`src/rtl/ctrl_pkg.sv`:
```
// Shared stage encodings, instruction-class encodings and the control-word layout.
// Latency: n/a (declarations and one pure helper function).
// Backpressure: n/a.
package ctrl_pkg;

    localparam logic [1:0] ST_LOAD    = 2'b00;
    localparam logic [1:0] ST_FETCH   = 2'b01;
    localparam logic [1:0] ST_DECODE  = 2'b10;
    localparam logic [1:0] ST_EXECUTE = 2'b11;

    // ALU-memory ops are split into load and store because the store is the
    // only class that waits in EXECUTE.
    typedef enum logic [2:0] {
        CLS_NOP     = 3'd0,
        CLS_JMP     = 3'd1,
        CLS_ALU_ST  = 3'd2,
        CLS_ALU_LD  = 3'd3,
        CLS_CJMP    = 3'd4,
        CLS_ALU_IMM = 3'd5
    } op_cls_t;

    typedef struct packed {
        logic pc_e;
        logic acc_e;
        logic sr_e;
        logic ir_e;
        logic dr_e;
        logic pmem_e;
        logic dmem_e;
        logic dmem_we;
        logic alu_e;
        logic mux1_sel;
        logic mux2_sel;
        logic pmem_le;
    } ctrl_t;

    function automatic op_cls_t op_class(input logic [3:0] op);
        if (op[3])
            return CLS_ALU_IMM;
        else if (op[2])
            return CLS_CJMP;
        else if (op[1])
            return op[0] ? CLS_ALU_LD : CLS_ALU_ST;
        else if (op[0])
            return CLS_JMP;
        else
            return CLS_NOP;
    endfunction

endpackage

```
`src/rtl/ctrl_decode.sv`:
```
// Combinational control-word and next-stage decode for the control sequencer.
// Latency: zero cycles, pure combinational.
// Backpressure: dmem_ready low holds the stage for memory classes; run low holds FETCH.
module ctrl_decode
    import ctrl_pkg::*;
#(
    parameter int IR_W   = 12,
    parameter int SR_W   = 4,
    parameter int MODE_W = 4
) (
    input  logic [1:0]        stage,
    input  logic [IR_W-1:0]   ir,
    input  logic [SR_W-1:0]   sr,
    input  logic              dmem_ready,
    input  logic              run,
    input  logic              load_last,
    input  op_cls_t           cls,
    output ctrl_t             ctl,
    output logic [MODE_W-1:0] alu_mode,
    output logic [1:0]        stage_nxt
);

    // Opcode and low operand bits are consumed through cls or not at all.
    logic in_unused;
    assign in_unused = ^{ir, sr};

    // Per-stage control word and successor stage; everything defaults to idle.
    always_comb begin
        ctl       = '0;
        alu_mode  = '0;
        stage_nxt = stage;
        case (stage)
            ST_LOAD: begin
                ctl.pmem_le = 1'b1;
                ctl.pmem_e  = 1'b1;
                if (load_last)
                    stage_nxt = ST_FETCH;
            end
            ST_FETCH: begin
                if (run) begin
                    ctl.ir_e   = 1'b1;
                    ctl.pmem_e = 1'b1;
                    stage_nxt  = ST_DECODE;
                end
            end
            ST_DECODE: begin
                if (cls == CLS_ALU_LD || cls == CLS_ALU_ST) begin
                    ctl.dr_e   = 1'b1;
                    ctl.dmem_e = 1'b1;
                    if (dmem_ready)
                        stage_nxt = ST_EXECUTE;
                end else begin
                    stage_nxt = ST_EXECUTE;
                end
            end
            default: begin
                stage_nxt = ST_FETCH;
                case (cls)
                    CLS_ALU_IMM: begin
                        ctl.pc_e     = 1'b1;
                        ctl.acc_e    = 1'b1;
                        ctl.sr_e     = 1'b1;
                        ctl.alu_e    = 1'b1;
                        ctl.mux1_sel = 1'b1;
                        alu_mode     = MODE_W'(ir[IR_W-2:IR_W-4]);
                    end
                    CLS_CJMP: begin
                        ctl.pc_e     = 1'b1;
                        ctl.mux1_sel = sr[ir[IR_W-3:IR_W-4]];
                    end
                    CLS_ALU_LD: begin
                        ctl.pc_e     = 1'b1;
                        ctl.acc_e    = 1'b1;
                        ctl.sr_e     = 1'b1;
                        ctl.alu_e    = 1'b1;
                        ctl.mux1_sel = 1'b1;
                        ctl.mux2_sel = 1'b1;
                        alu_mode     = ir[IR_W-5 -: MODE_W];
                    end
                    CLS_ALU_ST: begin
                        ctl.dmem_e   = 1'b1;
                        ctl.dmem_we  = 1'b1;
                        ctl.alu_e    = 1'b1;
                        ctl.mux1_sel = 1'b1;
                        ctl.mux2_sel = 1'b1;
                        alu_mode     = ir[IR_W-5 -: MODE_W];
                        // PC and flags advance only once the write lands.
                        if (dmem_ready) begin
                            ctl.pc_e = 1'b1;
                            ctl.sr_e = 1'b1;
                        end else begin
                            stage_nxt = ST_EXECUTE;
                        end
                    end
                    CLS_JMP: begin
                        ctl.pc_e     = 1'b1;
                        ctl.mux1_sel = 1'b0;
                    end
                    default: begin
                        ctl.pc_e     = 1'b1;
                        ctl.mux1_sel = 1'b1;
                    end
                endcase
            end
        endcase
    end

endmodule

```
`src/rtl/control_sequencer.sv`:
```
// Four-stage LOAD/FETCH/DECODE/EXECUTE control sequencer with program-load counter.
// Latency: one cycle per stage; enables are combinational from the current stage.
// Backpressure: run low parks in FETCH; dmem_ready low stretches memory DECODE/EXECUTE.
module control_sequencer
    import ctrl_pkg::*;
#(
    parameter int IR_W       = 12,
    parameter int SR_W       = 4,
    parameter int LOAD_DEPTH = 256,
    parameter int MODE_W     = 4,
    parameter int AW         = (LOAD_DEPTH > 1) ? $clog2(LOAD_DEPTH) : 1
) (
    input  logic              clk,
    input  logic              rst_n,
    input  logic [IR_W-1:0]   ir,
    input  logic [SR_W-1:0]   sr,
    input  logic              dmem_ready,
    input  logic              run,
    output logic [1:0]        stage,
    output logic [AW-1:0]     load_addr,
    output logic              PC_E,
    output logic              Acc_E,
    output logic              SR_E,
    output logic              IR_E,
    output logic              DR_E,
    output logic              PMem_E,
    output logic              DMem_E,
    output logic              DMem_WE,
    output logic              ALU_E,
    output logic              MUX1_Sel,
    output logic              MUX2_Sel,
    output logic              PMem_LE,
    output logic [MODE_W-1:0] ALU_Mode
);

    logic [1:0] stage_nxt;
    logic       load_last;
    logic       hold_q;
    op_cls_t    cls_q;
    op_cls_t    path_cls;
    ctrl_t      ctl;

    assign load_last = (load_addr == AW'(LOAD_DEPTH - 1));

    // The class is taken from ir on the first DECODE cycle and then frozen,
    // so an ir change during a memory wait cannot redirect the sequence.
    assign path_cls = (stage == ST_DECODE && !hold_q) ? op_class(ir[IR_W-1 -: 4]) : cls_q;

    ctrl_decode #(
        .IR_W   (IR_W),
        .SR_W   (SR_W),
        .MODE_W (MODE_W)
    ) u_decode (
        .stage      (stage),
        .ir         (ir),
        .sr         (sr),
        .dmem_ready (dmem_ready),
        .run        (run),
        .load_last  (load_last),
        .cls        (path_cls),
        .ctl        (ctl),
        .alu_mode   (ALU_Mode),
        .stage_nxt  (stage_nxt)
    );

    // Stage register, load counter and frozen instruction class.
    always_ff @(posedge clk or negedge rst_n) begin
        if (!rst_n) begin
            stage     <= ST_LOAD;
            load_addr <= '0;
            hold_q    <= 1'b0;
            cls_q     <= CLS_NOP;
        end else begin
            stage  <= stage_nxt;
            cls_q  <= path_cls;
            hold_q <= (stage == ST_DECODE || stage == ST_EXECUTE) &&
                      (stage_nxt == ST_DECODE || stage_nxt == ST_EXECUTE);
            if (stage == ST_LOAD && !load_last)
                load_addr <= load_addr + 1'b1;
            else
                load_addr <= '0;
        end
    end

    assign PC_E     = ctl.pc_e;
    assign Acc_E    = ctl.acc_e;
    assign SR_E     = ctl.sr_e;
    assign IR_E     = ctl.ir_e;
    assign DR_E     = ctl.dr_e;
    assign PMem_E   = ctl.pmem_e;
    assign DMem_E   = ctl.dmem_e;
    assign DMem_WE  = ctl.dmem_we;
    assign ALU_E    = ctl.alu_e;
    assign MUX1_Sel = ctl.mux1_sel;
    assign MUX2_Sel = ctl.mux2_sel;
    assign PMem_LE  = ctl.pmem_le;

endmodule

```
`config.mk`:
```
export PLATFORM = sky130hd
export DESIGN_NAME = control_sequencer
export DESIGN_NICKNAME = d
export VERILOG_FILES = /design/src/rtl/ctrl_pkg.sv /design/src/rtl/ctrl_decode.sv /design/src/rtl/control_sequencer.sv
export SDC_FILE = /design/constraint.sdc
export NUM_CORES = 1
export LEC_CHECK = 0
export BUFFER_PORTS_ARGS = -buffer_cell sky130_fd_sc_hd__clkbuf_2
export CORE_AREA = 4 4 56 58
export DETAILED_ROUTE_END_ITERATION = 8
export DIE_AREA = 0 0 60 62
export MAX_ROUTING_LAYER = met4
export PLACE_DENSITY = 0.66
export SLEW_MARGIN = 20
export SYNTH_ARGS = -nofsm -noshare
export SYNTH_HDL_FRONTEND = slang
export SYNTH_SLANG_ARGS = --single-unit
```
`constraint.sdc`:
```
create_clock -name clk -period 1.7 [get_ports clk]
set_clock_uncertainty 0.05 [all_clocks]
set_input_delay 0.255 -clock clk [delete_from_list [all_inputs] [get_ports clk]]
set_output_delay 0.255 -clock clk [all_outputs]
set_load 0.01 [all_outputs]
```
# After elaboration in Yosys (flattened, before gate mapping)
# Index checks and enable logic that the tools add are counted.
op_classes:
  reduce_logical: 14
  eq_ne: 11
  add_sub_neg: 1
  magnitude_cmp: 1
  muxes: 35
ops:
  columns: ["op", "n"]
  rows:
  - ["$mux 2", 8]
  - ["$mux 1", 13]
  - ["$mux 3", 4]
  - ["$add 8x1->8 const B", 1]
  - ["$eq 2x2->1 const B", 4]
  - ["$eq 8x8->1 const B", 1]
  - ["$mux 4", 2]
  - ["$mux 8", 1]
  - ["$pmux 1 s2", 4]
  - ["$pmux 4 s2", 1]
  - ["$eq 3x2->1 const B", 2]
  - ["$eq 3x3->1 const B", 2]
  - ["$pmux 2 s3", 1]
  - ["$reduce_or 2->1", 3]
  - ["$reduce_or 3->1", 2]
  - ["$eq 3x1->1 const B", 1]
  - ["$logic_and 1x1->1", 3]
  - ["$logic_or 1x1->1", 3]
  - ["$lt 2x3->1 const B", 1]
  - ["$bmux 1 s2", 1]
  - ["$eq 2x1->1 const B", 1]
  - ["$logic_not 1->1", 2]
  - ["$logic_not 2->1", 1]
totals:
  reg_bits: 14
  output_inout_bits: 26
  inputBits: 20
  word_cells: 66

# Depth between registers and ports, before layout
# Gate-level depths: netlist of the first run.
depth:
  ltp_word: 12
  mapped_depth: 5
  ltp_nobuf: 5

# Modules after synthesis
# Synthesis of the first run repeated with hierarchy kept, for this count alone.
hier_totals:
  cells_unflattened: 97
  hier_area_um2: 835.8
by_module_without_submodules:
  columns: ["mod", "instances", "cells_each", "area_per_inst_um2", "seq_area_each_um2"]
  rows:
  - ["control_sequencer", 1, 58, 603.1, 350.3]
  - ["ctrl_decode", 1, 39, 232.7, 0.0]

# Worst setup path after synthesis of the first run
# No wires, ideal clock.
synth_timing:
  path_kind: "register to output"
  from: "register stage[0]"
  to: "output port ALU_Mode[3]"
  n_path_buf: 1
  required_ns: 1.395
  path_stages_with_launch: 6
  t_arrival_ns: 1.727
  slack_ns: -0.332
  cell_sequence: "dfrtp_1 > or3b_1 > buf_2 > mux2_4 > nor2_1 > and2_1"
synth_between:
  elab_chain_cells: 7
  word_cells_on_any_way: 12
  cone_classes: "eq/ne (5); mux (3); reduce/logical (4)"
synth_lines:
  columns: ["element", "line", "text"]
  rows:
  - ["start, declared", "control_sequencer.sv:19", "output logic [1:0] stage,"]
  - ["start signal, assigned", "control_sequencer.sv:74", "stage <= stage_nxt;"]
  - ["$eq 2x2->1", "ctrl_decode.sv:32, control_sequencer.sv:47", null]
  - ["$logic_and 1x1->1", "control_sequencer.sv:47", "assign path_cls = (stage == ST_DECODE && !hold_q) ? op_class(ir[IR_W-1 -: 4]) : cls_q;"]
  - ["$mux 3", "control_sequencer.sv:47", null]
  - ["$eq 3x2->1", "ctrl_decode.sv:58", "case (cls)"]
  - ["$reduce_or 2->1 (no source line)", null, null]
  - ["$pmux 4 s2", "ctrl_decode.sv:58", null]
  - ["$mux 4 *", "ctrl_decode.sv:32", "case (stage)"]
  - ["end, declared", "control_sequencer.sv:33", "output logic [MODE_W-1:0] ALU_Mode"]
# Mark *: on every way between the ends. The rest lies on a longest branch, timed or not.

# Worst setup path in the final report of the first run
layout_timing:
  from: "register hold_q"
  to: "output port SR_E"
layout_between:
  elab_chain_cells: 7
  word_cells_on_any_way: 9
  cone_classes: "eq/ne (3); mux (3); reduce/logical (3)"
layout_lines:
  columns: ["element", "line", "text"]
  rows:
  - ["start, declared", "control_sequencer.sv:38", "logic hold_q;"]
  - ["start signal, assigned", "control_sequencer.sv:76", "hold_q <= (stage == ST_DECODE || stage == ST_EXECUTE) &&"]
  - ["$logic_not 1->1 *", "control_sequencer.sv:47", null]
  - ["$logic_and 1x1->1 *", "control_sequencer.sv:47", null]
  - ["$mux 3 *", "control_sequencer.sv:47", null]
  - ["$eq 3x3->1 or $eq 3x2->1 (tied branches)", "ctrl_decode.sv:58", null]
  - ["$reduce_or 2->1 (no source line)", null, null]
  - ["$pmux 1 s2 *", "ctrl_decode.sv:58", null]
  - ["$mux 3 *", "ctrl_decode.sv:32", null]
  - ["end, declared", "control_sequencer.sv:23", "output logic SR_E,"]
# Marks and branches as above.

==> results of run 1 <==
stage by stage:
step           setup TNS [ns]  hold WS (ns)
2_1_floorplan          -1.104      -0.09059
3_3_place_gp           -2.654        0.1223
3_5_place_dp           -3.214        0.1203
4_1_cts                -5.883        0.2467
5_1_grt                -7.178        0.2835
6_report               -6.172        0.2529
worst paths after layout:
path                                             start                endpoint  slack, ns  cells after the start
worst min-delay path                               run      stage[0]$_DFF_PN0_       0.25                      4
min in group asynchronous                        rst_n  load_addr[6]$_DFF_PN0_       0.34                      2
worst max-delay path                  hold_q$_DFF_PN0_                    SR_E      -0.54                      5
worst max register to register        hold_q$_DFF_PN0_        hold_q$_DFF_PN0_      -0.15                      5
max in group asynchronous                        rst_n      stage[0]$_DFF_PN0_       0.97                      2
worst min register to register  load_addr[0]$_DFF_PN0_  load_addr[0]$_DFF_PN0_       0.49                      1
state kept, by name (all words and copies together) (netlist names):
register,cells
stage,2
cls_q,3
hold_q,1
load_addr,8
power breakdown:
part / switching, µW / internal [µW]
sequential: 0.976 / 334
clock: 108 / 130
combinational: 33.0 / 31.3
worst reg2reg max path: stages (launching register included):
cell	delay, ns
dfrtp_1	0.41
or3b_4	0.44
mux2_4	0.35
buf_6	0.14
o31ai_4	0.24
and2_1	0.16
synthesized netlist by cell type:
cell,instances,area (µm²)
nor2b_1,1,6.260
mux2i_1,1,10.01
a211oi_1,2,15.01
xor2_1,3,26.28
and2_1,2,12.51
clkbuf_1,1,3.750
nand3_1,4,20.02
o21ai_0,1,5.000
nor2_1,21,78.83
a21boi_1,1,7.510
or3b_2,1,8.760
buf_2,1,5.000
or3b_1,1,8.760
nor3b_2,1,12.51
dfrtp_1,14,350.3
inv_1,4,15.01
mux2_4,2,30.03
mux4_2,1,22.52
and3b_1,1,8.760
buf_1,1,3.750
o31ai_1,1,7.510
nand2b_1,2,12.51
nand3b_1,1,7.510
a21o_1,2,15.01
nor3_1,6,30.03
a21oi_1,8,40.04
nand2_1,8,30.03
ha_1,1,12.51
xnor2_1,4,35.03
o31ai_4,1,21.27
a22oi_1,3,22.52
mux2i_4,1,22.52
o21ba_2,2,20.02
area by class of cell:
cell class	instances	area share
repair buffers	62	0.2738
multi-input cells	83	0.4288
inverters	4	0.01011
well taps	31	0.02612
clock buffers	4	0.02443
flip-flops and latches	14	0.2367
per-layer routing:
layer / wire length (µm) / part of all wire / GRT usage
met3: 149 / 0.055 / 0.04339
met4: 28 / 0.010 / 0.04430
met5: 0 / 0 / -
met1: 1065 / 0.39 / 0.1829
met2: 1453 / 0.54 / 0.2562
logic make-up (layout without fill, tap and decap cells):
kind of cell               count (synthesis)  count (layout)  share of synthesized area
and+or+nand+nor                           49              49                     0.2551
AOI/OAI and AO/OA                         21              21                     0.1660
DFF                                       14              14                     0.3779
xor gates and xnor gates                   7               7                    0.06613
buffers and inverters                      7              70                    0.02967
muxes                                      5               5                    0.09177
adders and majority gates                  1               1                    0.01349
repair_timing:
action	in CTS	in global routing
pin swaps	6	6
endpoints found under the hold margin	14	0
setup buffers	4	4
resized for setup	12	14
endpoints found under the setup margin	16	18
hold buffers	1	0
==> results.sh, run 1 <==
export IMPL_outcome="finished, violations left"
export IMPL_violations="negative setup slack"
export IMPL_layout_common_cells="clkbuf_2 (34), nor2_1 (19), buf_4 (14)"
export IMPL_fin_crit_ns=2.235
export IMPL_final_antenna_net_count=0
export IMPL_setup_viol=16
export IMPL_num_vias=973
export IMPL_fin_area_um2=1485
export IMPL_path_cells="or3b_4, mux2_4, o21ba_4, a21boi_4, clkbuf_2"
export IMPL_hold_class="primary input to register"
export IMPL_p_per_area_nw_per_um2=429.8
export IMPL_slowest_delay_ns=0.44
export IMPL_cp_max_fo=5
export IMPL_max_cap_violations=0
export IMPL_drv_slew=0
export IMPL_clock_sinks=14
export IMPL_ys_seq_area_frac=0.3779
export IMPL_rsz0062_at_grt="yes"
export IMPL_syn_area_um2=927.1
export IMPL_antenna_found_initial=0
export IMPL_portBuffers=41
export IMPL_crit_slowest_cell="or3b_4"
export IMPL_setup_slack_ns=-0.5353
export IMPL_grt_pass1_wl_um=4181
export IMPL_placed_area_um2=1301
export IMPL_antennaDiodeCount=0
export IMPL_register_area_um2=351.6
export IMPL_fill_cells=232
export IMPL_gr_total_overflow=0
export IMPL_cts_tree="yes"
export IMPL_pin_count=46
export IMPL_fin_util=0.5578
export IMPL_yosys_warnings=0
export IMPL_finalWirelength_um=2697
export IMPL_postSynthCellCount=104
export IMPL_cts_path_max_buffers=2
export IMPL_cp_num_buf_inv=1
export IMPL_nets=189
export IMPL_start_kind="register"
export IMPL_die_h_um=62
export IMPL_fp_row_count=19
export IMPL_endpoint_kind="output port"
export IMPL_max_freq_ghz=0.4474
export IMPL_hold_viol=0
export IMPL_clock_latency_ns=0.29
export IMPL_start_util=0.3482
export IMPL_wl_per_cell_um=13.62
export IMPL_max_slew_margin=0.7705
export IMPL_power_leakage_uw=0.0007024
export IMPL_crit_required_ns=1.39
export IMPL_dp_final_hpwl_um=1967
export IMPL_routabilityCongestion=0.8409
export IMPL_power_uw=638.3
export IMPL_grt_max_degree=15
export IMPL_layout_commonest_cell="clkbuf_2"
export IMPL_dp_cells=186
export IMPL_cpLargestDelayFamily="simple AND/OR/NAND/NOR gates"
export IMPL_cts_buffers=3
export IMPL_drt_pass1_iterations=4
export IMPL_pre_cts_slack_ns=-0.3202
export IMPL_track_usage=0.1543
export IMPL_route_detailed_drc=0
export IMPL_routed_via_density=4.914
export IMPL_die_area_um2=3720
export IMPL_ys_ff_latch=14
export IMPL_die_x_um=60
export IMPL_syn_to_final_growth_pct=60.19
export IMPL_critPathKind="register to output port"
export IMPL_first_global_vias=924
export IMPL_drt_initial_drc_count=39
export IMPL_tightest_slew_ns=0.3443
export IMPL_syn_nets=125
export IMPL_avgSynthCellArea_um2=8.915
export IMPL_period_share=1.315
export IMPL_layout_cells_non_filler=198
export IMPL_multi_input_area_um2=636.9
export IMPL_ir_drop_uv=428.0
export IMPL_cts_max_level=1
export IMPL_core_area_um2=2663
export IMPL_cts_root_buf="clkbuf_4"
export IMPL_crit_arrival_ns=1.93
export IMPL_synthDistinctLibCells=33
export IMPL_drive_gt1_frac=0.5269
export IMPL_clk_pin_slew_ns=0.09
Note: power is estimated with default switching activity, not from simulation.
==> inputs of run 2 (changes only) <==
Settings changed: CORE_AREA 4 4 56 58 to 2 2 54 56, DIE_AREA 0 0 60 62 to 0 0 56 58.
==> run 2 against run 1 <==
  * The flow still finishes with violations (negative setup slack)
  * Fmax down 1.9%
  * Critical path depth unchanged
  * Total power down 6.3%
  * Worst setup slack worse by 0.043 ns
  * Critical path type unchanged
  * Critical endpoint unchanged
==> results.sh, run 2 (synthesis gave the netlist of run 1 again) <==
export IMPL_clk_pin_slew_ns=0.09
export IMPL_fp_row_count=19
export IMPL_final_antenna_net_count=0
export IMPL_wl_per_cell_um=12.91
export IMPL_fill_cells=242
export IMPL_core_area_um2=2663
export IMPL_p_per_area_nw_per_um2=395.6
export IMPL_pin_count=46
export IMPL_antenna_found_initial=0
export IMPL_start_kind="register"
export IMPL_routed_via_density=4.895
export IMPL_rsz0062_at_grt="yes"
export IMPL_die_h_um=58
export IMPL_drv_slew=0
export IMPL_pre_cts_slack_ns=-0.3444
export IMPL_num_vias=979
export IMPL_grt_max_degree=15
export IMPL_nets=191
export IMPL_die_x_um=56
export IMPL_outcome="finished, violations left"
export IMPL_syn_to_final_growth_pct=63.16
export IMPL_max_cap_violations=0
export IMPL_violations="negative setup slack"
export IMPL_routabilityCongestion=0.8094
export IMPL_die_area_um2=3248
export IMPL_top_regs="load_addr: 8 flops, cls_q: 3 flops, stage: 2 flops"
export IMPL_max_freq_ghz=0.4390
export IMPL_hold_viol=0
export IMPL_setup_viol=16
export IMPL_setup_slack_ns=-0.5781
export IMPL_dp_final_hpwl_um=1912
export IMPL_crit_slowest_cell="or3b_4"
export IMPL_crit_required_ns=1.39
export IMPL_cts_buffers=3
export IMPL_critPathKind="register to output port"
export IMPL_cp_max_fo=5
export IMPL_max_slew_margin=0.7666
export IMPL_route_detailed_drc=0
export IMPL_cts_path_max_buffers=2
export IMPL_endpoint_kind="output port"
export IMPL_antennaDiodeCount=0
export IMPL_start_util=0.3482
export IMPL_portBuffers=41
export IMPL_period_share=1.340
export IMPL_drt_initial_drc_count=12
export IMPL_fin_crit_ns=2.278
export IMPL_clock_latency_ns=0.29
export IMPL_cp_num_buf_inv=1
export IMPL_clock_sinks=14
export IMPL_cts_max_level=1
export IMPL_crit_arrival_ns=1.97
export IMPL_layout_cells_non_filler=200
export IMPL_track_usage=0.1763
export IMPL_slowest_delay_ns=0.43
export IMPL_layout_common_cells="clkbuf_2 (29), nor2_1 (18), buf_4 (14)"
export IMPL_cts_root_buf="clkbuf_4"
export IMPL_cpLargestDelayFamily="simple AND/OR/NAND/NOR gates"
export IMPL_tightest_slew_ns=0.3501
export IMPL_grt_pass1_wl_um=4291
export IMPL_power_leakage_uw=0.0007273
export IMPL_drt_pass1_iterations=4
export IMPL_finalWirelength_um=2581
export IMPL_dp_cells=187
export IMPL_drive_gt1_frac=0.5444
export IMPL_cts_tree="yes"
export IMPL_hold_class="primary input to register"
export IMPL_first_global_vias=971
export IMPL_largest_register_ffs=8
export IMPL_layout_commonest_cell="clkbuf_2"
export IMPL_gr_total_overflow=0
export IMPL_ir_drop_uv=339.9
export IMPL_path_cells="or3b_4, mux2_4, o21ba_4, a21boi_4, clkbuf_2"
export IMPL_top_register="load_addr"
[run 2: cell types whose count changed in the layout (fill, tap and decap cells not counted), sizes merged]
cell,before,now
clkbuf,38,33
buf,27,34
[run 2: final timing paths]
kind | slack, ns | startpoint | end | depth (start not counted)
worst max-delay path | -0.58 | stage[0]$_DFF_PN0_ | SR_E | 5
worst min-delay path | 0.23 | dmem_ready | stage[0]$_DFF_PN0_ | 3
worst max register to register | -0.25 | stage[0]$_DFF_PN0_ | hold_q$_DFF_PN0_ | 6
worst min register to register | 0.46 | load_addr[0]$_DFF_PN0_ | load_addr[0]$_DFF_PN0_ | 1
max in group asynchronous | 0.95 | rst_n | stage[0]$_DFF_PN0_ | 2
min in group asynchronous | 0.37 | rst_n | hold_q$_DFF_PN0_ | 2
[run 2: layout make-up]
class,count,area [µm²],area share
multi-input cells,83,651.9,0.4309
repair buffers,64,429.2,0.2837
flip-flops and latches,14,351.6,0.2324
well taps,31,38.79,0.02564
clock buffers,4,26.28,0.01737
inverters,4,15.01,0.009926
[run 2: worst register-to-register path, cell delays in order, from the launching register on]
cell and delay, ns:
dfrtp_2 0.42, or3b_4 0.43, buf_4 0.16, mux2_4 0.33
buf_6 0.14, o31ai_4 0.19, and2_4 0.17
[run 2: report_power, final]
| group | switching [µW] | internal (µW) | leakage, µW |
|---|---|---|---|
| Clock | 105 | 91.2 | 0.0000150 |
| Combinational | 34.9 | 32.1 | 0.000546 |
| Sequential | 0.705 | 334 | 0.000166 |
| Total | 141 | 458 | 0.000727 |
[run 2: layer usage]
metal	track usage	vias up	wire length (µm)
li1	-	492	-
met1	0.2085	461	1089
met2	0.2824	18	1332
met3	0.03571	8	80
met4	0.09864	0	79
met5	-	-	0
[run 2: per-stage QoR]
step | hold WS [ns] | cell area (µm²) | utilization | TNS (ns) | total power, µW
5_1_grt | 0.2425 | 1513 | 0.5681 | -7.945 | 627.3
3_5_place_dp | 0.1240 | 1309 | 0.4915 | -3.356 | 401.8
2_1_floorplan | -0.09059 | 978.4 | - | -1.104 | 360.0
6_report | 0.2328 | 1513 | 0.5681 | -6.861 | 598.4
4_1_cts | 0.2254 | 1444 | 0.5423 | -6.239 | 605.7
3_3_place_gp | 0.1215 | 1309 | 0.4915 | -2.740 | 400.9
[run 2: repair_timing]
item	4_1_cts	5_1_grt
setup buffers	6	2
endpoints found under the setup margin	16	19
endpoints found under the hold margin	14	0
gates resized for setup	12	24
pin swaps	5	15
hold buffers	1	0
